--- config.mk ---
export PLATFORM = sky130hd
export DESIGN_NAME = glyph_loader
export DESIGN_NICKNAME = d
export VERILOG_FILES = /design/src/rtl/glyph_loader.sv
export SDC_FILE = /design/constraint.sdc
export NUM_CORES = 1
export LEC_CHECK = 0
export ABC_AREA = 1
export BUFFER_PORTS_ARGS = -buffer_cell sky130_fd_sc_hd__buf_2
export CAP_MARGIN = 20
export CORE_MARGIN = 5
export CORE_UTILIZATION = 25
export DETAILED_ROUTE_END_ITERATION = 7
export GPL_TIMING_DRIVEN = 0
export PLACE_DENSITY = 0.41
export RECOVER_POWER = 50
export SYNTH_ARGS = -nofsm -noshare
export SYNTH_HDL_FRONTEND = slang
export SYNTH_SLANG_ARGS = --single-unit
--- constraint.sdc ---
create_clock -name clk -period 2.66 [get_ports clk]
set_clock_uncertainty 0.1 [all_clocks]
set_input_delay 0.266 -clock clk [delete_from_list [all_inputs] [get_ports clk]]
set_output_delay 0.266 -clock clk [all_outputs]
set_load 0.02 [all_outputs]
--- src/rtl/glyph_loader.sv ---
// Character-design RAM writer: assembles 10 row bytes per glyph
// and strobes one 80-bit write per glyph, bursting to index+1.
module glyph_loader #(
  parameter int INDEX_WIDTH = 8,
  parameter int CHARS       = 256
) (
  input  logic                   clk,
  input  logic                   reset_n,
  input  logic [7:0]             in_data,
  input  logic                   in_first,
  input  logic                   in_valid,
  output logic                   in_ready,
  output logic                   wr_en,
  output logic [INDEX_WIDTH-1:0] wr_index,
  output logic [79:0]            wr_data,
  output logic                   err
);

  typedef enum logic [1:0] {
    IDLE,
    ROWS,
    WRITE
  } state_t;

  state_t state, state_nx;

  logic [3:0]             count;
  logic [INDEX_WIDTH-1:0] index;
  logic [71:0]            rows;
  logic [31:0]            raw_idx;
  logic [INDEX_WIDTH-1:0] load_idx;
  logic [INDEX_WIDTH-1:0] next_idx;

  logic xfer;
  logic load;
  logic store;
  logic fire;
  logic bad;

  assign raw_idx  = 32'(in_data[INDEX_WIDTH-1:0]);
  assign load_idx = INDEX_WIDTH'(raw_idx % 32'(CHARS));
  assign next_idx = (index == INDEX_WIDTH'(CHARS - 1))
                  ? '0 : index + 1'b1;

  always_comb begin
    state_nx = state;
    in_ready = 1'b0;
    xfer     = 1'b0;
    load     = 1'b0;
    store    = 1'b0;
    fire     = 1'b0;
    bad      = 1'b0;
    unique case (state)
      IDLE: begin
        in_ready = 1'b1;
        xfer     = in_valid;
        load     = xfer & in_first;
        bad      = xfer & ~in_first;
        if (load) state_nx = ROWS;
      end
      ROWS: begin
        in_ready = 1'b1;
        xfer     = in_valid;
        load     = xfer & in_first;
        store    = xfer & ~in_first;
        fire     = store & (count == 4'd9);
        bad      = load & (count != 4'd0);
        if (fire) state_nx = WRITE;
      end
      WRITE: state_nx = ROWS;
      default: state_nx = IDLE;
    endcase
  end

  always_ff @(posedge clk) begin
    if (!reset_n) state <= IDLE;
    else          state <= state_nx;
  end

  always_ff @(posedge clk) begin
    if (!reset_n) begin
      count    <= '0;
      index    <= '0;
      rows     <= '0;
      wr_en    <= 1'b0;
      wr_index <= '0;
      wr_data  <= '0;
      err      <= 1'b0;
    end else begin
      wr_en <= fire;
      err   <= bad;
      if (state == WRITE) begin
        // burst continuation: next 10 rows land on the following slot
        index <= next_idx;
        count <= '0;
      end else if (load) begin
        index <= load_idx;
        count <= '0;
      end else if (fire) begin
        wr_index <= index;
        wr_data  <= {in_data, rows};
        count    <= count + 1'b1;
      end else if (store) begin
        rows[{count[3:0], 3'b000} +: 8] <= in_data;
        count <= count + 1'b1;
      end
    end
  end

endmodule

==> run metrics <==
status=complete, no violations; Worst VDD drop=0.415 mV; largest net degree at the start of global routing=17; Slew Viols, Final=0; layout cells sized above 1=11.5%; ys async rst share=0%; GRT Util Overall=14.3%; CP Capture Type=flip-flop; Worst Hold End=err$_SDFF_PN0_; initial antenna violation count=0; ANT nets after route=0; worst path buffer plus inverter count=6; slew margin rel.=45.0%; worst flop-to-flop path endpoint=rows[59]$_SDFFE_PN0P_; Warnings, synthesis=0; worst-path fanout max=10; Die X=183 um; global-route wire length before repair=37400 um; cts hold-fix bufs=0; Critical Path Source Type=flip-flop; full die area=33400 sq um; Yosys top cell area share=47.2%; CP max-delay cell=dfxtp_1; final wirelength=24100 um; CP peak stage delay=0.35 ns; WL/cell=15.7 um; flop2flop setup slack=0.14 ns; Post-synth top cells=nor2_1 (280), dfxtp_1 (176), nand2_1 (138); number of detailed-route iterations in the first pass=5; CORE AREA=29600 sq um; MaxCap Viol Count=0; post-route core utilization=30.3%; n_diodes=0; mean post-synth cell area=7.41 sq um; total power=5.28 mW; worst endpoint required time=2.87 ns; dominant synthesized flop cell=dfxtp_1; cell family with most CP delay=buffers and inverters; Worst Hold Class=input pin to flip-flop; EDFF count, synth=0; I/O Buffers=101; Root Driver=clkbuf_16; Power Dens Cells=590 nW/um^2; final hold violations=0; CTS HTree Levels=4; critical-path cell list=buf_4 -> inv_4 -> clkbuf_2 -> ha_1 -> inv_1 -> nand2_1 -> nand2_2 -> buf_6 -> nand3_4 -> buf_6 -> nor2_2 -> o21ai_1 -> nor2_1; site row count=63; Clk Latency, worst-skew pair=0.43 ns; vias in the first global route=6602; Worst Hold Depth=3; RSZ-0062 raised after global routing=false; vias=6685; crit share post-route=94.7%; clk sink count=176; final setup violation count=0; fmax=0.397 GHz; start point of the worst hold path=in_valid; CTS tree=built; register area share after synthesis=47.2%; LEAKAGE=3.78 nW; Ports=103; Vias/cell=4.36; Final min period=2.52 ns; CP Data Arrival Time=2.73 ns; number of synthesized register bits=176; DR iter-0 viols=403; Syn Nets=1025; RR Startpoint=count[0]$_SDFFE_PP0P_; Synth area leader=dfxtp_1; dpl hpwl=17900 um; setup TNS=0 ns; Synth area leaders=dfxtp_1 (47%), nor2_1 (14%), o21ai_0 (7.8%), nand2_1 (6.9%), a21oi_1 (3.0%); post-synthesis instance total=1008; critical setup path kind=flip-flop to flip-flop; Worst Tran Pin Value=0.825 ns; GR Overflow Total=0; initial core utilization=25.3%; Yosys cell types=35; final-stage net count=1148; Num CTS Buffers=17; worst hold margin=0.112 ns; # DRC=0; most numerous cell in the Yosys netlist=nor2_1; area of the mapped netlist=7470 sq um; Die Span Y=183 um; worst reg2reg path depth=13; clock slew at the register clock pins of the worst setup and hold paths=0.07 ns; P&R area growth vs syn=20.0%; gpl congestion=0.896; Max clock buf depth=2; most frequent CP cell=buf_6
## worst max-delay path by stage
stage / start / end / slack, ns / cells after the start
final: count[0]$_SDFFE_PP0P_ / rows[59]$_SDFFE_PN0P_ / 0.14 / 13
after CTS: count[0]$_SDFFE_PP0P_ / rows[3]$_SDFFE_PN0P_ / 0.05 / 10
after global routing: count[0]$_SDFFE_PP0P_ / rows[38]$_SDFFE_PN0P_ / 0.001 / 12
after detailed placement: count[0]$_SDFFE_PP0P_ / rows[3]$_SDFFE_PN0P_ / -0.17 / 10
after global placement: count[0]$_SDFFE_PP0P_ / rows[0]$_SDFFE_PN0P_ / -0.16 / 10
after floorplan: count[0]$_SDFFE_PP0P_ / rows[7]$_SDFFE_PN0P_ / 0.32 / 10
## per-stage QoR
step / setup slack, ns / cells / instance area, sq um
2_1_floorplan: 0.323 / 1008 / 7470
3_3_place_gp: -0.158 / 1499 / 8460
3_5_place_dp: -0.168 / 1499 / 8460
4_1_cts: 0.0493 / 1531 / 9030
5_1_grt: 0.00133 / 1534 / 8960
6_report: 0.142 / 1534 / 8960
## tightest hold or removal path: cells and delay by family
kind	cells	cell delay (ns)
AND/OR/NAND/NOR	1	0.09
buffers and inverters	1	0.13
AO/OA/AOI/OAI	1	0.09
## metal layers
| layer | wire (um) | global-route usage (%) |
|---|---|---|
| met3 | 874 | 2.82 |
| met5 | 0 | 0 |
| met4 | 349 | 4.14 |
| met2 | 11100 | 23.3 |
| met1 | 11800 | 19.3 |
## kinds of logic (layout without fill, tap and decap cells)
kind of cell,after synthesis,after routing,share of synthesized area [%]
adder cells (fa/ha/maj),5,5,0.838
AO/OA/AOI/OAI,185,185,12.5
buffers and inverters,112,248,6.92
XOR/XNOR,4,4,0.469
flip-flops,176,176,47.2
AND/OR/NAND/NOR,526,526,32.1
## state kept, by name (all words and copies together), names as in the netlist
name      cells
wr_data      80
rows         72
index         8
wr_index      8
count         4
state         2
err           1
wr_en         1
## repair_timing
item	4_1_cts	5_1_grt
setup buffers	0	3
hold endpoints to repair	0	0
endpoints found under the setup margin	9	29
pin swaps	1	3
gates resized for setup	2	7
## power by group
| group | switching, mW | internal, mW | leakage [nW] | total [mW] |
|---|---|---|---|---|
| Sequential | 0.0118 | 2.65 | 1.42 | 2.66 |
| Clock | 1.07 | 1.36 | 0.272 | 2.43 |
| Combinational | 0.147 | 0.0518 | 2.09 | 0.198 |
## cell usage in the layout, fill, tap and decap left out, drive strengths merged, types with 2 or more instances in the layout
cell      instances
clkinv            6
clkbuf          150
ha                5
nand4            14
nor2            312
nand2           151
a21oi            46
nor3              2
dfxtp           176
nor4              8
xor2              4
inv              56
buf              32
nand3            37
o21ai           136
clkinvlp          3
## area by class of cell
class | instances | area [sq um]
Buffer | 56 | 305
Clock buffer | 22 | 474
Clock inverter | 10 | 86.3
Fill cell | 3294 | 20600
Inverter | 56 | 215
Multi-Input combinational cell | 720 | 3440
Sequential cell | 176 | 3520
Tap cell | 390 | 488
Timing Repair Buffer | 104 | 427
Note: power is estimated with default switching activity, not from simulation.
